===== src/rtl/lpddr5_req_ctrl_pkg.sv =====
// ----------------------------------------------------------------------------
// lpddr5_req_ctrl_pkg
// Shared definitions for the LPDDR5 request controller, its request queue and
// the memory model used alongside it.
//   - state_t          : controller state encoding
//   - DEF_ADDR_WIDTH   : default memory word address width
//   - DEF_DATA_WIDTH   : default memory word width
//   - DEF_FIFO_DEPTH   : default request queue depth
//   - DEF_IDLE_TIMEOUT : default idle cycles before entering sleep
// ----------------------------------------------------------------------------
package lpddr5_req_ctrl_pkg;

  localparam int DEF_ADDR_WIDTH   = 16;
  localparam int DEF_DATA_WIDTH   = 64;
  localparam int DEF_FIFO_DEPTH   = 4;
  localparam int DEF_IDLE_TIMEOUT = 16;

  typedef enum logic [2:0] {
    ST_IDLE    = 3'd0,
    ST_WRITE   = 3'd1,
    ST_READ    = 3'd2,
    ST_RD_WAIT = 3'd3,
    ST_SLEEP   = 3'd4,
    ST_WAKE    = 3'd5
  } state_t;

endpackage


===== src/rtl/lpddr5_req_ctrl_if.sv =====
// ----------------------------------------------------------------------------
// lpddr5_req_ctrl_if
// Bundles the host request/response handshake, the memory command bus and the
// status flags of the request controller.
//   master : host + memory side (drives requests, rsp_ready, mem_rd_data)
//   slave  : controller side (drives req_ready, responses, mem commands, flags)
// ----------------------------------------------------------------------------
interface lpddr5_req_ctrl_if
  import lpddr5_req_ctrl_pkg::*;
#(
  parameter int ADDR_WIDTH = DEF_ADDR_WIDTH,
  parameter int DATA_WIDTH = DEF_DATA_WIDTH
);
  // host request channel
  logic                  req_valid;
  logic                  req_ready;
  logic                  req_we;
  logic [ADDR_WIDTH-1:0] req_addr;
  logic [DATA_WIDTH-1:0] req_wdata;
  // host response channel
  logic                  rsp_valid;
  logic                  rsp_ready;
  logic [DATA_WIDTH-1:0] rsp_rdata;
  // memory command bus
  logic                  mem_clk_en;
  logic [ADDR_WIDTH-1:0] mem_addr;
  logic [DATA_WIDTH-1:0] mem_wr_data;
  logic                  mem_wr_en;
  logic                  mem_rd_en;
  logic [DATA_WIDTH-1:0] mem_rd_data;
  // status
  logic                  busy;
  logic                  sleeping;

  modport master (
    output req_valid, req_we, req_addr, req_wdata, rsp_ready, mem_rd_data,
    input  req_ready, rsp_valid, rsp_rdata, mem_clk_en, mem_addr, mem_wr_data,
           mem_wr_en, mem_rd_en, busy, sleeping
  );

  modport slave (
    input  req_valid, req_we, req_addr, req_wdata, rsp_ready, mem_rd_data,
    output req_ready, rsp_valid, rsp_rdata, mem_clk_en, mem_addr, mem_wr_data,
           mem_wr_en, mem_rd_en, busy, sleeping
  );

endinterface


===== src/rtl/lpddr5_req_fifo.sv =====
// ----------------------------------------------------------------------------
// lpddr5_req_fifo
// Synchronous in-order FIFO holding queued memory requests.
//   clk     : clock, rising edge
//   rst_n   : asynchronous active-low reset (empties the queue)
//   i_push  : write i_wdata when not full
//   i_wdata : entry to enqueue
//   i_pop   : drop head entry when not empty
//   o_rdata : current head entry (valid when !o_empty)
//   o_full  : DEPTH entries stored
//   o_empty : no entries stored
// DEPTH must be a power of two so the pointers wrap naturally.
// ----------------------------------------------------------------------------
module lpddr5_req_fifo #(
  parameter int WIDTH = 8,
  parameter int DEPTH = 4
) (
  input  logic             clk,
  input  logic             rst_n,
  input  logic             i_push,
  input  logic [WIDTH-1:0] i_wdata,
  input  logic             i_pop,
  output logic [WIDTH-1:0] o_rdata,
  output logic             o_full,
  output logic             o_empty
);

  localparam int PW = $clog2(DEPTH);

  logic [WIDTH-1:0] r_mem [DEPTH];
  logic [PW-1:0]    r_wr_ptr;
  logic [PW-1:0]    r_rd_ptr;
  logic [PW:0]      r_count;
  logic             w_push_ok;
  logic             w_pop_ok;

  assign o_full    = (r_count == (PW+1)'(DEPTH));
  assign o_empty   = (r_count == '0);
  // Full is judged before any same-cycle pop so req_ready never depends on it.
  assign w_push_ok = i_push && !o_full;
  assign w_pop_ok  = i_pop && !o_empty;

  // Storage is not reset: only the pointers define which entries are live.
  always_ff @(posedge clk) begin
    if (w_push_ok) begin
      r_mem[r_wr_ptr] <= i_wdata;
    end
  end

  // Head is read combinationally so the controller can decide in one cycle.
  assign o_rdata = r_mem[r_rd_ptr];

  always_ff @(posedge clk or negedge rst_n) begin
    if (!rst_n) begin
      r_wr_ptr <= '0;
      r_rd_ptr <= '0;
      r_count  <= '0;
    end else begin
      if (w_push_ok) begin
        r_wr_ptr <= r_wr_ptr + PW'(1);
      end
      if (w_pop_ok) begin
        r_rd_ptr <= r_rd_ptr + PW'(1);
      end
      case ({w_push_ok, w_pop_ok})
        2'b10:   r_count <= r_count + (PW+1)'(1);
        2'b01:   r_count <= r_count - (PW+1)'(1);
        default: r_count <= r_count;
      endcase
    end
  end

endmodule


===== src/rtl/lpddr5_req_ctrl.sv =====
// ----------------------------------------------------------------------------
// lpddr5_req_ctrl
// Queues host read/write requests and sequences them onto a simple memory
// command bus, with an idle-timeout sleep mode that gates the memory clock.
//   clk   : clock, rising edge
//   rst_n : asynchronous active-low reset
//   bus   : lpddr5_req_ctrl_if.slave
//           req_*  host requests (valid/ready), rsp_* read responses
//           mem_*  registered memory command bus, mem_rd_data returned data
//           busy / sleeping status flags
// Writes drive mem_wr_en for two cycles; reads drive mem_rd_en for one cycle
// and capture mem_rd_data one cycle later. Only one response is outstanding.
// ----------------------------------------------------------------------------
module lpddr5_req_ctrl
  import lpddr5_req_ctrl_pkg::*;
#(
  parameter int ADDR_WIDTH   = DEF_ADDR_WIDTH,
  parameter int DATA_WIDTH   = DEF_DATA_WIDTH,
  parameter int FIFO_DEPTH   = DEF_FIFO_DEPTH,
  parameter int IDLE_TIMEOUT = DEF_IDLE_TIMEOUT
) (
  input logic               clk,
  input logic               rst_n,
  lpddr5_req_ctrl_if.slave  bus
);

  localparam int QW = 1 + ADDR_WIDTH + DATA_WIDTH;
  localparam int CW = $clog2(IDLE_TIMEOUT + 1);
  localparam logic [CW-1:0] IDLE_LAST = CW'(IDLE_TIMEOUT - 1);

  // queue
  logic [QW-1:0]         w_push_data;
  logic [QW-1:0]         w_head;
  logic                  w_full;
  logic                  w_empty;
  logic                  w_pop;
  logic                  w_head_we;
  logic [ADDR_WIDTH-1:0] w_head_addr;
  logic [DATA_WIDTH-1:0] w_head_wdata;

  // state and registered outputs
  state_t                r_state, w_state_next;
  logic                  r_wr_second, w_wr_second_next;
  logic [CW-1:0]         r_idle_cnt, w_idle_cnt_next;
  logic                  r_mem_clk_en, w_mem_clk_en_next;
  logic                  r_mem_wr_en, w_mem_wr_en_next;
  logic                  r_mem_rd_en, w_mem_rd_en_next;
  logic [ADDR_WIDTH-1:0] r_mem_addr, w_mem_addr_next;
  logic [DATA_WIDTH-1:0] r_mem_wr_data, w_mem_wr_data_next;
  logic                  r_rsp_valid, w_rsp_valid_next;
  logic [DATA_WIDTH-1:0] r_rsp_rdata, w_rsp_rdata_next;
  logic                  w_rsp_slot_free;

  assign w_push_data  = {bus.req_we, bus.req_addr, bus.req_wdata};
  assign w_head_we    = w_head[QW-1];
  assign w_head_addr  = w_head[ADDR_WIDTH+DATA_WIDTH-1:DATA_WIDTH];
  assign w_head_wdata = w_head[DATA_WIDTH-1:0];

  lpddr5_req_fifo #(
    .WIDTH (QW),
    .DEPTH (FIFO_DEPTH)
  ) u_fifo (
    .clk     (clk),
    .rst_n   (rst_n),
    .i_push  (bus.req_valid),
    .i_wdata (w_push_data),
    .i_pop   (w_pop),
    .o_rdata (w_head),
    .o_full  (w_full),
    .o_empty (w_empty)
  );

  // A read may start when no response is pending or the pending one is being
  // accepted this very cycle (it clears before the new one lands).
  assign w_rsp_slot_free = !r_rsp_valid || bus.rsp_ready;

  always_ff @(posedge clk or negedge rst_n) begin
    if (!rst_n) begin
      r_state       <= ST_IDLE;
      r_wr_second   <= 1'b0;
      r_idle_cnt    <= '0;
      r_mem_clk_en  <= 1'b1;
      r_mem_wr_en   <= 1'b0;
      r_mem_rd_en   <= 1'b0;
      r_mem_addr    <= '0;
      r_mem_wr_data <= '0;
      r_rsp_valid   <= 1'b0;
      r_rsp_rdata   <= '0;
    end else begin
      r_state       <= w_state_next;
      r_wr_second   <= w_wr_second_next;
      r_idle_cnt    <= w_idle_cnt_next;
      r_mem_clk_en  <= w_mem_clk_en_next;
      r_mem_wr_en   <= w_mem_wr_en_next;
      r_mem_rd_en   <= w_mem_rd_en_next;
      r_mem_addr    <= w_mem_addr_next;
      r_mem_wr_data <= w_mem_wr_data_next;
      r_rsp_valid   <= w_rsp_valid_next;
      r_rsp_rdata   <= w_rsp_rdata_next;
    end
  end

  always_comb begin
    w_state_next       = r_state;
    w_pop              = 1'b0;
    w_wr_second_next   = 1'b0;
    w_idle_cnt_next    = '0;
    w_mem_wr_en_next   = 1'b0;
    w_mem_rd_en_next   = 1'b0;
    w_mem_addr_next    = r_mem_addr;
    w_mem_wr_data_next = r_mem_wr_data;
    w_rsp_valid_next   = r_rsp_valid && !bus.rsp_ready;
    w_rsp_rdata_next   = r_rsp_rdata;

    case (r_state)
      ST_IDLE: begin
        if (!w_empty) begin
          if (w_head_we) begin
            w_pop              = 1'b1;
            w_state_next       = ST_WRITE;
            w_mem_wr_en_next   = 1'b1;
            w_mem_addr_next    = w_head_addr;
            w_mem_wr_data_next = w_head_wdata;
          end else if (w_rsp_slot_free) begin
            w_pop            = 1'b1;
            w_state_next     = ST_READ;
            w_mem_rd_en_next = 1'b1;
            w_mem_addr_next  = w_head_addr;
          end
        end else if (!r_rsp_valid) begin
          // Only a fully quiet controller counts toward sleep.
          if (r_idle_cnt == IDLE_LAST) begin
            w_state_next = ST_SLEEP;
          end else begin
            w_idle_cnt_next = r_idle_cnt + CW'(1);
          end
        end
      end
      ST_WRITE: begin
        // First WRITE cycle keeps the strobe up for a second beat.
        if (!r_wr_second) begin
          w_mem_wr_en_next = 1'b1;
          w_wr_second_next = 1'b1;
        end else begin
          w_state_next = ST_IDLE;
        end
      end
      ST_READ: begin
        w_state_next = ST_RD_WAIT;
      end
      ST_RD_WAIT: begin
        // Memory returns data one cycle after the read strobe.
        w_rsp_valid_next = 1'b1;
        w_rsp_rdata_next = bus.mem_rd_data;
        w_state_next     = ST_IDLE;
      end
      ST_SLEEP: begin
        if (!w_empty) begin
          w_state_next = ST_WAKE;
        end
      end
      ST_WAKE: begin
        w_state_next = ST_IDLE;
      end
      default: begin
        w_state_next = ST_IDLE;
      end
    endcase

    w_mem_clk_en_next = (w_state_next != ST_SLEEP);
  end

  assign bus.req_ready   = !w_full;
  assign bus.rsp_valid   = r_rsp_valid;
  assign bus.rsp_rdata   = r_rsp_rdata;
  assign bus.mem_clk_en  = r_mem_clk_en;
  assign bus.mem_addr    = r_mem_addr;
  assign bus.mem_wr_data = r_mem_wr_data;
  assign bus.mem_wr_en   = r_mem_wr_en;
  assign bus.mem_rd_en   = r_mem_rd_en;
  assign bus.busy        = ((r_state != ST_IDLE) && (r_state != ST_SLEEP)) || !w_empty;
  assign bus.sleeping    = (r_state == ST_SLEEP);

endmodule


===== src/flat_wrapper.sv =====
// flat-port wrapper written by rule: the top's interface ports become plain ports
module lpddr5_req_ctrl_flat import lpddr5_req_ctrl_pkg::*;
#(
  parameter int ADDR_WIDTH   = DEF_ADDR_WIDTH,
  parameter int DATA_WIDTH   = DEF_DATA_WIDTH,
  parameter int FIFO_DEPTH   = DEF_FIFO_DEPTH,
  parameter int IDLE_TIMEOUT = DEF_IDLE_TIMEOUT
)
  (clk, rst_n, bus_req_valid, bus_req_we, bus_req_addr, bus_req_wdata, bus_rsp_ready, bus_mem_rd_data, bus_req_ready, bus_rsp_valid, bus_rsp_rdata, bus_mem_clk_en, bus_mem_addr, bus_mem_wr_data, bus_mem_wr_en, bus_mem_rd_en, bus_busy, bus_sleeping);
  lpddr5_req_ctrl_if #(.ADDR_WIDTH(ADDR_WIDTH), .DATA_WIDTH(DATA_WIDTH)) bus_i ();
  input logic clk;
  input logic rst_n;
  input wire logic [$bits(bus_i.req_valid)-1:0] bus_req_valid;
  input wire logic [$bits(bus_i.req_we)-1:0] bus_req_we;
  input wire logic [$bits(bus_i.req_addr)-1:0] bus_req_addr;
  input wire logic [$bits(bus_i.req_wdata)-1:0] bus_req_wdata;
  input wire logic [$bits(bus_i.rsp_ready)-1:0] bus_rsp_ready;
  input wire logic [$bits(bus_i.mem_rd_data)-1:0] bus_mem_rd_data;
  output wire logic [$bits(bus_i.req_ready)-1:0] bus_req_ready;
  output wire logic [$bits(bus_i.rsp_valid)-1:0] bus_rsp_valid;
  output wire logic [$bits(bus_i.rsp_rdata)-1:0] bus_rsp_rdata;
  output wire logic [$bits(bus_i.mem_clk_en)-1:0] bus_mem_clk_en;
  output wire logic [$bits(bus_i.mem_addr)-1:0] bus_mem_addr;
  output wire logic [$bits(bus_i.mem_wr_data)-1:0] bus_mem_wr_data;
  output wire logic [$bits(bus_i.mem_wr_en)-1:0] bus_mem_wr_en;
  output wire logic [$bits(bus_i.mem_rd_en)-1:0] bus_mem_rd_en;
  output wire logic [$bits(bus_i.busy)-1:0] bus_busy;
  output wire logic [$bits(bus_i.sleeping)-1:0] bus_sleeping;
  assign bus_i.req_valid = bus_req_valid;
  assign bus_i.req_we = bus_req_we;
  assign bus_i.req_addr = bus_req_addr;
  assign bus_i.req_wdata = bus_req_wdata;
  assign bus_i.rsp_ready = bus_rsp_ready;
  assign bus_i.mem_rd_data = bus_mem_rd_data;
  assign bus_req_ready = bus_i.req_ready;
  assign bus_rsp_valid = bus_i.rsp_valid;
  assign bus_rsp_rdata = bus_i.rsp_rdata;
  assign bus_mem_clk_en = bus_i.mem_clk_en;
  assign bus_mem_addr = bus_i.mem_addr;
  assign bus_mem_wr_data = bus_i.mem_wr_data;
  assign bus_mem_wr_en = bus_i.mem_wr_en;
  assign bus_mem_rd_en = bus_i.mem_rd_en;
  assign bus_busy = bus_i.busy;
  assign bus_sleeping = bus_i.sleeping;
  lpddr5_req_ctrl #(.ADDR_WIDTH(ADDR_WIDTH), .DATA_WIDTH(DATA_WIDTH), .FIFO_DEPTH(FIFO_DEPTH), .IDLE_TIMEOUT(IDLE_TIMEOUT)) u_core (.clk(clk), .rst_n(rst_n), .bus(bus_i));
endmodule

===== config.mk =====
export PLATFORM = sky130hd
export DESIGN_NAME = lpddr5_req_ctrl_flat
export DESIGN_NICKNAME = d
export VERILOG_FILES = /design/src/rtl/lpddr5_req_ctrl_pkg.sv /design/src/rtl/lpddr5_req_ctrl_if.sv /design/src/rtl/lpddr5_req_fifo.sv /design/src/rtl/lpddr5_req_ctrl.sv /design/src/flat_wrapper.sv
export SDC_FILE = /design/constraint.sdc
export NUM_CORES = 1
export LEC_CHECK = 0
export ABC_AREA = 1
export BUFFER_PORTS_ARGS = -buffer_cell sky130_fd_sc_hd__buf_2
export CELL_PAD_IN_SITES_DETAIL_PLACEMENT = 1
export CELL_PAD_IN_SITES_GLOBAL_PLACEMENT = 1
export CORE_MARGIN = 3
export CORE_UTILIZATION = 30
export DETAILED_ROUTE_END_ITERATION = 8
export HOLD_SLACK_MARGIN = 0.06
export PLACE_DENSITY_LB_ADDON = 0.12
export SYNTH_ARGS = -nofsm -noshare
export SYNTH_HDL_FRONTEND = slang
export SYNTH_SLANG_ARGS = --single-unit

===== constraint.sdc =====
create_clock -name clk -period 5.7 [get_ports clk]
set_input_delay 1.14 -clock clk [delete_from_list [all_inputs] [get_ports clk]]
set_output_delay 1.14 -clock clk [all_outputs]
set_load 0.02 [all_outputs]

[Word level (Yosys, flattened, before mapping)]
Memories as Yosys holds them, arrays and structs flattened.
Index checks and enable logic that the tools add are counted.
W data, S select, Z words.
Word-level totals
  register bits: 164
  RAM bits: 324
  bits of input ports: 149
  output and inout bits: 151
  word-level logic and storage cells: 77
  memories: 1
Cells by class
  add/sub/neg operators: 5
  eq/ne operators: 10
  mux-type cells: 30
  bitwise logic cells: 1
  reduce and logical (&&, ||, !) cells: 17
Memories
  u_core.u_fifo.r_mem: words 4, width 81, read ports 1, clocked after Yosys merged registers in 0, write ports 1, RTL line lpddr5_req_fifo.sv:30  | logic [WIDTH-1:0] r_mem [DEPTH];
Operators by type and width (count)
  $mux W16: 2
  $mux W3: 7
  $mux W5: 4
  $mux W1: 14
  $pmux W3 S4: 1
  $eq A3 B2 Y1 const B: 2
  $eq A3 B3 Y1 const B: 2
  $logic_not A3 Y1: 2
  $ne A3 B3 Y1 const B: 2
  $pmux W3 S2: 1
  $reduce_and A3 Y1: 2
  $add A5 B1 Y5 const B: 1
  $eq A5 B4 Y1 const B: 1
  $add A2 B1 Y2 const B: 2
  $logic_and A1 B1 Y1: 4
  $logic_not A1 Y1: 4
  $reduce_bool A2 Y1: 2
  $add A3 B1 Y3 const B: 1
  $eq A3 B1 Y1 const B: 1
  $reduce_bool A3 Y1: 1
  $sub A3 B1 Y3 const B: 1
  $eq A2 B1 Y1 const B: 1
  $eq A2 B2 Y1 const B: 1
  $logic_or A1 B1 Y1: 2
  other kinds (2): 2

[Depth between registers and ports, before layout]
Gate-level depths: netlist of run 1.
  depth after elaboration: 9
  gate-level depth with buffers: 14
  gate-level depth less buffers: 11

[Cells and area by module]
Synthesis of run 1 repeated with hierarchy kept, for this count alone.
Second synthesis, totals
  cells, all modules: 1691
  area total of the unflattened synthesis: 19834.0 µm²
Modules (own cells, without submodules)
  lpddr5_req_fifo: instances 1, cells an instance 1005, area each 13600.5 µm², seq. area each 9904.5 µm²
  lpddr5_req_ctrl: instances 1, cells an instance 686, area each 6233.5 µm², seq. area each 3930.0 µm²

[Worst setup path after synthesis of run 1]
No wires, ideal clock.
  path kind: input to register
  start point: input bus_req_valid
  end point: memory u_core.u_fifo.r_mem[0][0] (netlist name), enable pin
  setup time: 0.521 ns
  arrival time: 4.707 ns
  data required time: 5.179 ns
  slack: 0.472 ns
  stages on the path: 2
  buffers on the path: 0
  cells stage by stage: nand2_1 -> nor2_1
Between the ends
  cells in the longest elaborated chain, start to end: 3
RTL lines
  from (decl): RTL line flat_wrapper.sv:13  | input wire logic [$bits(bus_i.req_valid)-1:0] bus_req_valid;
  $logic_and A1 B1 Y1: RTL line lpddr5_req_fifo.sv:40  | assign w_push_ok = i_push && !o_full;
  $mux W1: RTL line lpddr5_req_fifo.sv:45  | if (w_push_ok) begin
  $mux W1 (implied by the code): RTL line lpddr5_req_fifo.sv:46  | r_mem[r_wr_ptr] <= i_wdata;
  to (decl): RTL line lpddr5_req_fifo.sv:30
No other way between the ends.

[Worst setup path after layout of run 1]
  start point: register u_core.r_state[0]
  end point: register u_core.u_fifo.r_count[2]
Between the ends
  cells in the longest elaborated chain, start to end: 5
  elaborated cells between the ends (all ways): 7
  those cells by class: eq/ne (2); mux (2); reduce/logical (3)
RTL lines
  from (decl): RTL line lpddr5_req_ctrl.sv:42  | state_t r_state, w_state_next;
  from (signal assigned): RTL line lpddr5_req_ctrl.sv:90  | r_state <= w_state_next;
  $logic_not A3 Y1 *: RTL line lpddr5_req_ctrl.sv:115  | case (r_state)
  $mux W1 *: RTL line lpddr5_req_ctrl.sv:115
  $logic_and A1 B1 Y1 *: RTL line lpddr5_req_fifo.sv:41  | assign w_pop_ok = i_pop && !o_empty;
  named net u_core.u_fifo.w_pop_ok: RTL line lpddr5_req_fifo.sv:35  | logic w_pop_ok;
  $eq A2 B1 Y1 / $eq A2 B2 Y1 (equally long branches): RTL line lpddr5_req_fifo.sv:65  | case ({w_push_ok, w_pop_ok})
  $pmux W3 S2 / $reduce_bool A2 Y1 (equally long branches)
  to (signal assigned): RTL line lpddr5_req_fifo.sv:66  | 2'b10: r_count <= r_count + (PW+1)'(1);
  to (signal assigned): RTL line lpddr5_req_fifo.sv:67  | 2'b01: r_count <= r_count - (PW+1)'(1);
  to (signal assigned): RTL line lpddr5_req_fifo.sv:68  | default: r_count <= r_count;
  to (decl): RTL line lpddr5_req_fifo.sv:33  | logic [PW:0] r_count;
The timed path passes the listed nets; every way through them passes the cells marked *.
A chain may end at the register's enable or synchronous reset.

==> run summary, run 1 <==
Once the clock tree was built, the setup fixing pass inserted 0 buffers. The type of origin of the critical path is a flip-flop. The worst-path cell with the longest stage delay was sky130_fd_sc_hd__nand3_1. The placed wire-length estimate was 31.6 mm; the via count of the first global-routing pass was 13060.

The floorplan step defined a die boundary enclosing 67100 µm². The run gives 2.09 ns as the register-to-register setup slack. The logs give 18 for the number of antenna violations at the first check in global routing and 30.4% for the starting utilization of the core area. For hold timing, the worst endpoint is u_core.r_idle_cnt[0]$_DFF_PN0_. For this run, the detailed router's first-pass iteration total came to 6.

The tools report the maximum number of pins on one net before global-route repair as 100. The routed length per placed instance is 18.5 µm. Critical register-to-register path endpoint: u_core.u_fifo.r_count[2]$_DFFE_PN0P_. The layout overhead on the synthesized area is 21.9%, and the register bit count reported by yosys is 488. Cell internal power was estimated by the tool at 8480 µW. Broken down by cell family, the worst path's largest delay share belongs to simple AND/OR/NAND/NOR gates. The flow ran to the end, and the final reports show no timing, DRC or antenna violations. The die span in x is 259 µm, and the count of max-cap constraint violations is 0. The tools report the worst-case clock buffer depth as 3.

The overall track demand over capacity in global routing is 15.2%, and the combinational cell fraction of total power is 34.5%. In this run the worst path has a maximum fanout of 21. Of the available clock period, the critical path in the final layout requires 63.3%. The layout has 6881 filler cells.

Setup repair after global routing left no endpoint under its margin. The tools report the number of H-tree levels as 2. The number of placed I/O pins came out at 300.

The number of instances in the synthesized netlist was 1591; the switching part of the total power was 37.5%. Headroom to the max-slew limit came out at 30.3%. For this block, the initial DRC count from the detailed router was 598. The run gives 30 as the number of distinct library cells after synthesis.

The tools report the final max-slew violation count as 0. The first global-routing pass estimated 78.7 mm of wire. The analysis attributes to cell leakage a power of 0.00999 µW.

Dividing total power by cell area gives a power density of 579 nW/µm². The number of buffer and inverter instances along the worst setup path was 2; the clock edge transition at the registers on the reported setup and hold paths was 0.06 ns. For the pin with the worst max-slew slack, the measured transition is 1.05 ns. The number of warnings reported in the yosys synthesis log was 0. The share of total power dissipated in sequential elements is 39.1%. In this run the worst hold path is classified as flip-flop to flip-flop. The floorplan has 92 rows.

The cell area after synthesis is 19200 µm², and the count of hold buffers inserted by post-cts repair is 0. The number of clock buffers added by TritonCTS is 56. Across the routed clock network, the largest skew measured is 0.00965 ns.

The post-synthesis area per instance works out to 12.1 µm². For the worst setup path, the data arrival time is 4.07 ns. Clock tree root driver cell: sky130_fd_sc_hd__clkbuf_16.

The startpoint identified for the worst hold timing path is u_core.r_idle_cnt[0]$_DFF_PN0_. Input and output buffers added on the ports amount to 299. Overall die height: 259 µm. The total wirelength of the detailed-routed design was 51.6 mm. On the final layout, the worst hold slack is 0.471 ns. Counting cells, the worst reg-to-reg path comes to 11. After detailed routing, the number of remaining DRC violations is 0. After detailed routing, the number of vias per cell comes to 4.46. In this design, the stage delay of the slowest critical-path cell is 0.85 ns. The worst hold path depth is 1. The run gives 26.4% as the clock network fraction of total power. TritonCTS built the clock tree.

The number of nets in the synthesized netlist was 1747; the number of endpoints failing setup at the final stage was 0. The clock latency of the later-clocked register in the worst-skew pair is 0.60 ns, and the remaining antenna violation count is 0. The worst setup path is captured at a flip-flop. The overflow left after global routing came out at 0. For the aggregate negative setup slack, the log shows 0 ns. The final number of hold-violating endpoints was 0. Kind of critical path: flip-flop to flip-flop.

The share of final-layout standard cells stronger than drive strength 1 came out at 26.2%. After layout, the minimum clock period comes to 3.61 ns. Data on the critical path is required at its endpoint by 6.16 ns. The number of gates resized after CTS was 0. The tools report the peak clock frequency supported by timing as 0.277 GHz. For the number of nets in the layout, the log shows 2039. The worst vdd rail ir drop was 0.290 mV; the global placer's final weighted congestion was 0.724.

The region available for standard cell placement spans 63200 µm². Counting every sink on the clock net gives 488. Walking the worst path, the cells encountered are inv_1 > nand2_1 > nor2_2 > nand3_1 > nand2_1 > ha_1 > inv_1 > fa_1 > a21oi_1 > o21ai_0 > xor2_1. The startpoint identified for the worst register-to-register timing path is u_core.r_state[0]$_DFF_PN0_.

The overall via count from detail_route came out at 12425. Of the synthesized area, sequential elements account for 72.1%. Power spent charging and discharging nets: 5080 µW.
area by class of cell:
cell class / instances / area (µm²) / share of cell area [%]
inverters: 148 / 559 / 2.39
well taps: 846 / 1060 / 4.52
multi-input cells: 873 / 4380 / 18.7
flip-flops and latches: 488 / 13800 / 59.2
clock inverters: 20 / 161 / 0.690
diodes: 7 / 17.5 / 0.0749
repair buffers: 316 / 1680 / 7.19
clock buffers: 86 / 1700 / 7.26
power groups by stage:
stage	Clock [µW]	Sequential (µW)	Combinational, µW
2_1_floorplan	0	5940	2670
3_3_place_gp	0	5350	4770
3_5_place_dp	0	5380	4840
4_1_cts	3720	5320	4850
5_1_grt	3850	5410	5300
6_report	3570	5300	4680
cells in the mapped netlist, drive strengths merged:
library cell | instances | area share (%)
a21oi | 3 | 0.078
mux2 | 64 | 3.8
xor2 | 4 | 0.18
edfxtp | 324 | 51
o21bai | 1 | 0.039
nand3 | 59 | 1.6
nor3 | 1 | 0.026
ha | 6 | 0.39
inv | 148 | 2.9
o21ai | 195 | 5.5
clkbuf | 25 | 0.49
nand2 | 244 | 4.8
dfrtp | 163 | 21
fa | 1 | 0.10
nand4 | 21 | 0.76
nor2 | 272 | 5.3
buf | 57 | 1.9
dfstp | 1 | 0.14
xnor2 | 2 | 0.091
cells by family after synthesis:
kind of cell | Yosys count | synth area share (%)
simple gates | 597 | 12.5
flops | 488 | 72.1
buf+inv | 230 | 5.33
compound gates | 199 | 5.59
mux | 64 | 3.75
fa+ha+maj | 7 | 0.495
xor+xnor | 6 | 0.274
worst max-delay path by stage:
stage / cells after the start / from / slack (ns) / to
6_report: 11 / u_core.r_state[0]$_DFF_PN0_ / 2.09 / u_core.u_fifo.r_count[2]$_DFFE_PN0P_
3_3_place_gp: 11 / u_core.r_state[1]$_DFF_PN0_ / 2.14 / u_core.u_fifo.r_count[2]$_DFFE_PN0P_
5_1_grt: 11 / u_core.r_state[1]$_DFF_PN0_ / 1.71 / u_core.u_fifo.r_count[2]$_DFFE_PN0P_
3_5_place_dp: 11 / u_core.r_state[0]$_DFF_PN0_ / 2.11 / u_core.u_fifo.r_count[2]$_DFFE_PN0P_
4_1_cts: 11 / u_core.r_state[0]$_DFF_PN0_ / 2.09 / u_core.u_fifo.r_count[2]$_DFFE_PN0P_
2_1_floorplan: 2 / bus_req_valid / 0.47 / u_core.u_fifo.r_mem[0][0]$_DFFE_PP_
registers in the layout (all words and copies together) (netlist names), 2 cells and up:
| name | flops |
|---|---|
| u_core.u_fifo.r_mem | 324 |
| u_core.bus.mem_wr_data | 64 |
| u_core.bus.rsp_rdata | 64 |
| u_core.bus.mem_addr | 16 |
| u_core.r_idle_cnt | 5 |
| u_core.r_state | 3 |
| u_core.u_fifo.r_count | 3 |
| u_core.u_fifo.r_rd_ptr | 2 |
| u_core.u_fifo.r_wr_ptr | 2 |
per-layer routing:
layer	part of all wire (%)	vias to the layer above	track usage, %	routed length, µm
li1	-	5914	-	-
met1	44	6124	19.1	22500
met2	48	281	26.0	24700
met3	6.1	92	3.78	3130
met4	2.2	14	4.34	1140
met5	0.16	-	0	83
stage by stage:
step	cell area (µm²)	worst slack, ns	cells	power, µW	utilization [%]
after floorplan	19200	0.472	1591	8610	-
after global placement	21500	2.14	2671	10100	34.1
after detailed placement	21500	2.11	2671	10200	34.1
after CTS	23400	2.09	2777	13900	37.0
after global routing	23400	1.71	2778	14600	37.0
final	23400	2.09	2784	13600	37.0
cells in the final DEF (no fill, tap or decap), types with 2 or more instances in the layout:
master / count
sky130_fd_sc_hd__ha_1: 6
sky130_fd_sc_hd__bufinv_16: 2
sky130_fd_sc_hd__xnor2_1: 2
sky130_fd_sc_hd__nand3_1: 56
sky130_fd_sc_hd__buf_2: 298
sky130_fd_sc_hd__a21oi_1: 3
sky130_fd_sc_hd__nand4_1: 20
sky130_fd_sc_hd__diode_2: 7
sky130_fd_sc_hd__nor2_4: 4
sky130_fd_sc_hd__dfrtp_1: 161
sky130_fd_sc_hd__nand3_2: 3
sky130_fd_sc_hd__dfrtp_4: 2
sky130_fd_sc_hd__o21ai_2: 20
sky130_fd_sc_hd__clkbuf_8: 11
sky130_fd_sc_hd__nand2_1: 242
sky130_fd_sc_hd__nand2_2: 2
sky130_fd_sc_hd__mux2_2: 64
sky130_fd_sc_hd__o21ai_0: 101
sky130_fd_sc_hd__inv_1: 146
sky130_fd_sc_hd__buf_12: 4
sky130_fd_sc_hd__clkbuf_1: 16
sky130_fd_sc_hd__buf_4: 13
sky130_fd_sc_hd__edfxtp_1: 324
sky130_fd_sc_hd__clkbuf_16: 60
sky130_fd_sc_hd__xor2_1: 4
sky130_fd_sc_hd__o21ai_1: 74
sky130_fd_sc_hd__nor2_1: 267
sky130_fd_sc_hd__clkinv_2: 16
sky130_fd_sc_hd__inv_4: 2
No activity file was read; power rests on OpenSTA's default activity.
==> inputs of run 2 (changes only) <==
==> constraint.sdc (replaced) <==
create_clock -name clk -period 3.2 [get_ports clk]
set_input_delay 0.64 -clock clk [delete_from_list [all_inputs] [get_ports clk]]
set_output_delay 0.64 -clock clk [all_outputs]
set_load 0.02 [all_outputs]
==> run 2 against run 1 <==
Combinational power increased by 84%. Clock power up 81%. Setup slack worse by 1.3 ns. Sequential power grew 77%. Flip-flop and latch count unchanged. Core utilization grew 0.42 points. Total power grew 80%. Register-to-register slack got worse by 1.3 ns. Critical path type unchanged. Largest cell class unchanged.
==> run summary, run 2 (same netlist as run 1, synthesis figures left out) <==
The run gives 10 (-8) as the number of antenna violations at the first check in global routing. The tools report the number of nets in the layout as 2055 (+0.78%). Type of origin of the critical path: a flip-flop. The flip-flop count of the largest register after layout was 324 (unchanged). The measured slew at the worst slew-check pin was 0.895 ns (-0.150 ns); the starting utilization of the core area was 30.4% (unchanged).

For the via count of the first global-routing pass, the log shows 13183 (+0.94%). The die span in x is 259 µm (unchanged). The number of endpoints failing setup at the final stage was 0 (unchanged). The timing endpoint of the critical path was u_core.u_fifo.r_count[2]$_DFFE_PN0P_. For the cell count after placement, the log shows 2686 (+0.56%).

For the setup skew after layout, the log shows 0.0161 ns (+0.00649 ns). Die footprint: 67100 µm² (unchanged). Post-cts resize count: 0 (unchanged). The worst hold path belongs to the class input pin to asynchronous set/reset pin. The area growth from synthesis to layout is 23.3%.

The shortest period the worst path allows came out at 2.46 ns (-1.15 ns). More flip-flops sit in one register than any other, and that register is u_core.u_fifo.r_mem. The run gives 0 (unchanged) as the count of hold buffers inserted by post-cts repair. The run finished with clean final reports. The total clock sinks is 488 (unchanged), and the number of buffers inserted to repair setup after CTS is 0 (unchanged). The quantity of I/O buffers inserted on ports works out to 299 (unchanged).

The critical register-to-register path endpoint is u_core.u_fifo.r_count[2]$_DFFE_PN0P_. The overall die height is 259 µm (unchanged), and the CTS buffer count is 57 (+1.8%). The standard cell core area was 63200 µm² (unchanged). The peak clock frequency supported by timing was 0.407 GHz (+47%); the total wirelength of the detailed-routed design was 51.3 mm (-0.56%). The clock edge transition at the registers on the reported setup and hold paths was 0.06 ns (about the same); the global placer's final weighted congestion was 0.722 (-0.35%). The worst-case clock buffer depth was 3 (unchanged). In the layout the commonest cells are sky130_fd_sc_hd__edfxtp_1 (324), sky130_fd_sc_hd__buf_2 (298), sky130_fd_sc_hd__nor2_1 (267), sky130_fd_sc_hd__nand2_1 (242), sky130_fd_sc_hd__dfrtp_1 (161). The detailed-route vias per instance came out at 4.43 (-0.69%). The run gives 300 (unchanged) as the number of placed I/O pins. Worst reg2reg path depth: 11 (unchanged). The maximum number of pins on one net before global-route repair was 150 (+50%). In this run the critical register-to-register path is launched from u_core.u_fifo.r_rd_ptr[0]$_DFFE_PN0P_.

The logs give 0.61 ns (about the same) for the clock latency of the later-clocked register in the worst-skew pair and 0.0101 µW (+1.3%) for the leakage dissipation. The overflow left after global routing is 0 (unchanged). The routed length per placed instance works out to 18.3 µm (-1.1%).

For the worst vdd rail ir drop, the log shows 0.671 mV (+130%). The share of final-layout standard cells stronger than drive strength 1 works out to 26.7% (+0.50 points). Number of cell rows: 92 (unchanged). The endpoint arrival time on the critical path was 2.93 ns (-1.14 ns); the worst hold slack was 0.0884 ns (-0.382 ns). The tools report the required time of the worst setup path as 3.67 ns (-2.49 ns). The tools report the placed wire-length estimate as 30.7 mm (-2.8%).

The library cell used most frequently in the layout, excluding fill and tap cells, is sky130_fd_sc_hd__edfxtp_1. By startpoint and endpoint, the worst setup path is classified as flip-flop to flip-flop. The power density over the cells came out at 1030 nW/µm² (+78%). Setup repair after global routing left no endpoint under its margin. The run gives 15.3% (+0.058 points) as the overall track demand over capacity in global routing. For the final max-slew violation count, the log shows 0 (unchanged). The critical path starts at u_core.u_fifo.r_rd_ptr[0]$_DFFE_PN0P_. The first-pass GRT wire length came out at 79.1 mm (+0.55%). The final clock period utilization by the worst path works out to 76.7% (+13 points). The logs give 12410 (-0.12%) for the overall via count from detail_route and 2800 (+0.57%) for the final cell count without fillers. Endpoint kind of the worst setup timing path: a flip-flop. The run gives 40.3% (+10 points) as the headroom to the max-slew limit. For the detailed-routing iteration count for the pre-antenna-repair pass, the log shows 4 (-2).

The critical-path maximum fanout was 33 (+57%); the number of H-tree levels was 2 (unchanged). The count of max-cap constraint violations came out at 0 (unchanged). The post-route DRC violation count is 0 (unchanged). The count of routing violations after the opening detailed-route iteration is 590 (-1.3%). The remaining antenna violation count was 0 (unchanged); the register-to-register setup slack was 0.74 ns (-1.35 ns). For the final number of hold-violating endpoints, the log shows 0 (unchanged).

Clock tree synthesis selected as its root buffer the cell sky130_fd_sc_hd__clkbuf_16. TritonCTS built the clock tree.
run 2: cell types whose count changed in the layout (fill, tap and decap cells not counted), sizes merged:
cell and change:
clkinv -8, bufinv -1, clkbuf +9, buf +15, inv +1
run 2: critical path: stages, from the launching register on:
cell	delay, ns
sky130_fd_sc_hd__dfrtp_4	0.43
sky130_fd_sc_hd__buf_4	0.34
sky130_fd_sc_hd__nand2_1	0.13
sky130_fd_sc_hd__nand3_2	0.12
sky130_fd_sc_hd__nand4_4	0.12
sky130_fd_sc_hd__nand2_1	0.09
sky130_fd_sc_hd__ha_1	0.14
sky130_fd_sc_hd__inv_1	0.07
sky130_fd_sc_hd__fa_1	0.44
sky130_fd_sc_hd__a21oi_1	0.16
sky130_fd_sc_hd__o21ai_0	0.12
sky130_fd_sc_hd__xor2_1	0.15
run 2: how the worst min path moves through the flow:
stage / cells after the start / endpoint / startpoint / slack (ns)
6_report: 1 / u_core.bus.rsp_rdata[49]$_DFFE_PN0P_ / rst_n / 0.09
5_1_grt: 1 / u_core.bus.rsp_rdata[49]$_DFFE_PN0P_ / rst_n / 0.12
4_1_cts: 1 / u_core.bus.rsp_rdata[49]$_DFFE_PN0P_ / rst_n / 0.09
3_5_place_dp: 1 / u_core.r_idle_cnt[0]$_DFF_PN0_ / u_core.r_idle_cnt[0]$_DFF_PN0_ / 0.46
3_3_place_gp: 1 / u_core.r_idle_cnt[0]$_DFF_PN0_ / u_core.r_idle_cnt[0]$_DFF_PN0_ / 0.46
2_1_floorplan: 0 / u_core.bus.mem_addr[0]$_DFFE_PN0N_ / rst_n / 0.34
run 2: stage by stage:
stage / util [%] / setup WS, ns / cell area [µm²] / setup TNS, ns / power (µW)
2_1_floorplan: - / -0.236 / 19200 / -76.44 / 15300
3_3_place_gp: 34.4 / 0.719 / 21700 / 0 / 18200
3_5_place_dp: 34.4 / 0.743 / 21700 / 0 / 18400
4_1_cts: 37.4 / 0.716 / 23600 / 0 / 25000
5_1_grt: 37.4 / 0.544 / 23700 / 0 / 26200
6_report: 37.4 / 0.744 / 23700 / 0 / 24400
run 2: cell type report:
type,count,area (µm²)
inverters,148,561
clock buffers,95,1810
diodes,7,17.5
repair buffers,331,1910
well taps,846,1060
multi-input cells,873,4380
fillers,6887,39500
flip-flops and latches,488,13800
clock inverters,12,87.6
run 2: report_power, final:
| group | total [µW] | internal, µW | switching [µW] | leakage (µW) |
|---|---|---|---|---|
| sequential | 9360 | 8670 | 694 | 0.00496 |
| combinational | 8600 | 2770 | 5830 | 0.00421 |
| clock | 6460 | 3920 | 2540 | 0.000943 |
| total | 24400 | 15400 | 9070 | 0.0101 |
run 2: per-layer routing:
layer | vias to the layer above | track usage [%] | wire (µm) | share of wire [%]
met5 | - | 0 | 68 | 0.13
met4 | 10 | 4.32 | 957 | 1.9
met3 | 71 | 3.67 | 3020 | 5.9
met2 | 278 | 26.4 | 24800 | 48
met1 | 6099 | 19.0 | 22400 | 44
li1 | 5952 | - | - | -
==> inputs of run 3 (changes only) <==
==> constraint.sdc (replaced) <==
create_clock -name clk -period 2.1 [get_ports clk]
set_input_delay 0.42 -clock clk [delete_from_list [all_inputs] [get_ports clk]]
set_output_delay 0.42 -clock clk [all_outputs]
set_load 0.02 [all_outputs]
==> run 3 against run 2 <==
Core utilization rose by 2.2 points. First-iteration DRC count fell by 22%. Register-to-register slack got worse by 0.62 ns. Die area did not move. Flip-flop and latch count did not move. Total power rose by 52%. Cell area rose by 6.0%. Critical path type is now flip-flop to primary output. Non-clock buffer count rose by 158. Setup slack got worse by 0.71 ns. Largest cell class unchanged.
==> run summary, run 3 (same netlist as run 1, synthesis figures left out) <==
The run gives 13174 (+6.2%) as the overall via count from detail_route. Clock edge transition at the registers on the reported setup and hold paths: 0.06 ns (about the same). The logs give 129 (-14%) for the maximum number of pins on one net before global-route repair and 63200 µm² (unchanged) for the standard cell core area. The worst hold path passes through 2 cells. Number of placed I/O pins: 300 (unchanged). Setup repair after global routing could not meet its margin everywhere. The flip-flop count of the largest register after layout is 324 (unchanged), and the starting utilization of the core area is 30.4% (unchanged). The run gives 37.2% (-3.2 points) as the headroom to the max-slew limit. Walking the worst path, the cells encountered are nor2_4 > buf_6 > nand4_1 > buf_6.

The die span in x came out at 259 µm (unchanged). The measured slew at the worst slew-check pin was 0.943 ns (+0.0474 ns). For hold timing, the worst endpoint is u_core.bus.rsp_rdata[12]$_DFFE_PN0P_. Overall track demand over capacity in global routing: 15.8% (+0.51 points).

Type of origin of the critical path: a flip-flop. For this design, the slowest cell found on the critical path is sky130_fd_sc_hd__dfrtp_1. The clock latency of the later-clocked register in the worst-skew pair came out at 0.59 ns (-0.02 ns).

The number of antenna violations at the first check in global routing came out at 5 (-5). The quantity of I/O buffers inserted on ports came out at 299 (unchanged). The critical-path maximum fanout came out at 2 (-94%). The number of endpoints failing setup at the final stage is 0 (unchanged), and the total wirelength of the detailed-routed design is 53.1 mm (+3.5%). The post-route DRC violation count is 0 (unchanged). TritonCTS built the clock tree. The tools report the CTS buffer count as 55 (-3.5%). The flow ran to the end, and the final reports show no timing, DRC or antenna violations. The tools report the total clock sinks as 488 (unchanged). The most common library cell in the layout ignoring fill and taps was sky130_fd_sc_hd__edfxtp_1.

The startpoint identified for the worst register-to-register timing path is u_core.r_state[1]$_DFF_PN0_. The tools report the setup skew after layout as 0.0111 ns (-0.00502 ns). The number of H-tree levels was 2 (unchanged).

The worst reg2reg path depth was 11 (unchanged). For the worst-case clock buffer depth, the log shows 3 (unchanged). The run gives 5 (+1) as the detailed-routing iteration count for the pre-antenna-repair pass. The total power after layout is 37100 µW (+52%). The leakage dissipation came out at 0.0107 µW (+5.8%). For the number of cell rows, the log shows 92 (unchanged). The logs give 67100 µm² (unchanged) for the die footprint and 0 (unchanged) for the final max-slew violation count.

The count of routing violations after the opening detailed-route iteration came out at 459 (-22%). The worst hold path begins at bus_mem_rd_data[12]. The register name with the most flops was u_core.u_fifo.r_mem. Overflow left after global routing: 0 (unchanged). The critical path is of the flip-flop to primary output type. The placed standard-cell area is 21800 µm² (+0.33%). Class of the worst hold path: input pin to flip-flop. The run gives 0.821 mV (+22%) as the worst vdd rail ir drop. The worst stage delay on the critical path is 0.40 ns (-0.04 ns), and the required time of the worst setup path is 1.68 ns (-1.99 ns). The worst hold slack came out at 0.116 ns (+0.0275 ns). The count of max-cap constraint violations is 0 (unchanged), and the final number of hold-violating endpoints is 0 (unchanged). The most common cell type on the critical path was sky130_fd_sc_hd__buf_6.

The first-pass GRT wire length was 82.3 mm (+4.1%). The logs give 25100 µm² (+6.0%) for the final design instance area without fill and 39.7% (+2.2 points) for the post-route core utilization. Detailed-route vias per instance: 4.47 (+0.79%). The remaining antenna violation count was 0 (unchanged).

The register-to-register setup slack was 0.12 ns (-0.62 ns). Aggregate negative setup slack: 0 ns (unchanged). The power density over the cells was 1480 nW/µm² (+43%); the layout overhead on the synthesized area was 30.6%. The tree is rooted in a sky130_fd_sc_hd__clkbuf_16.

The final clock period utilization by the worst path is 98.2%, and the placed wire-length estimate is 30.7 mm (about the same). For this run, the top clock speed supported by timing is 0.485 GHz. The endpoint arrival time on the critical path is 1.64 ns (-1.29 ns), and the share of final-layout standard cells stronger than drive strength 1 is 25.3% (-1.3 points). The critical register-to-register path endpoint is u_core.u_fifo.r_count[2]$_DFFE_PN0P_. The logs give 14071 (+6.7%) for the via count of the first global-routing pass and 0.706 (-2.3%) for the global placer's final weighted congestion. The worst setup path is captured at a primary output.

The overall die height came out at 259 µm (unchanged). The shortest period the worst path allows is 2.06 ns. In the layout the commonest cells are sky130_fd_sc_hd__edfxtp_1 (324), sky130_fd_sc_hd__buf_2 (297), sky130_fd_sc_hd__nor2_1 (266), sky130_fd_sc_hd__nand2_1 (238), sky130_fd_sc_hd__dfrtp_1 (161). The routed length per placed instance works out to 18.0 µm (-1.7%). Number of nets in the layout: 2211 (+7.6%).
[run 3: cell types whose count changed in the layout (fill, tap and decap cells not counted), moves of 4 or more]
cell                            previous run  this run
sky130_fd_sc_hd__diode_2                   7         3
sky130_fd_sc_hd__clkbuf_8                 17        10
sky130_fd_sc_hd__buf_4                    19        33
sky130_fd_sc_hd__clkbuf_16                61        57
sky130_fd_sc_hd__dlygate4sd3_1             0       142
sky130_fd_sc_hd__nand2_1                 242       238
sky130_fd_sc_hd__clkinv_1                  1         7
[run 3: cell type report]
cell class              instances  area, µm²
clock buffers                  86       1630
clock inverters                16       96.3
fillers                      6861      38100
repair buffers                489       3470
diodes                          3       7.51
well taps                     846       1060
flip-flops and latches        488      13800
multi-input cells             873       4420
inverters                     148        561
[run 3: how the worst max path moves through the flow]
stage	depth (start not counted)	slack, ns	endpoint	startpoint
after floorplan	4	-0.27	u_core.u_fifo.r_mem[0][0]$_DFFE_PP_	u_core.u_fifo.r_count[0]$_DFFE_PN0P_
after global placement	11	0.01	u_core.u_fifo.r_count[2]$_DFFE_PN0P_	u_core.r_state[0]$_DFF_PN0_
after detailed placement	11	0.01	u_core.u_fifo.r_count[2]$_DFFE_PN0P_	u_core.r_state[1]$_DFF_PN0_
after CTS	4	-0.02	bus_busy	u_core.u_fifo.r_count[0]$_DFFE_PN0P_
after global routing	4	-0.06	bus_busy	u_core.u_fifo.r_count[1]$_DFFE_PN0P_
final	4	0.04	bus_busy	u_core.u_fifo.r_count[1]$_DFFE_PN0P_
[run 3: what timing repair did]
action                                 in CTS  in global routing
pin swaps                                   1                  4
gates resized for setup                     5                  5
gates cloned                                0                  0
buffers inserted                            4                  6
endpoints found under the hold margin     429                  0
hold buffers                              142                  0
setup endpoints to repair                   2                  4
[run 3: metal layers]
| metal | vias to the layer above | track usage, % | share of wire (%) |
|---|---|---|---|
| li1 | 6260 | - | - |
| met1 | 6564 | 20.0 | 44 |
| met2 | 279 | 27.4 | 49 |
| met3 | 67 | 3.49 | 5.0 |
| met4 | 4 | 3.70 | 1.8 |
| met5 | - | 0 | 0.051 |
[run 3: power by group]
part | internal, µW | leakage, µW | switching [µW]
Clock | 5390 | 0.000847 | 3750
Sequential | 13200 | 0.00496 | 1060
Combinational | 4640 | 0.00489 | 9080
[run 3: per-stage QoR]
stage | cells | setup WS, ns
2_1_floorplan | 1591 | -0.270
3_3_place_gp | 2692 | 0.0142
3_5_place_dp | 2692 | 0.00960
4_1_cts | 2940 | -0.0210
5_1_grt | 2948 | -0.0614
6_report | 2949 | 0.0385
[run 3: critical path, delay by kind of cell, from the launching register on]
kind	cells	cell delay (ns)
simple gates	2	0.33
buf+inv	2	0.32
flops	1	0.40
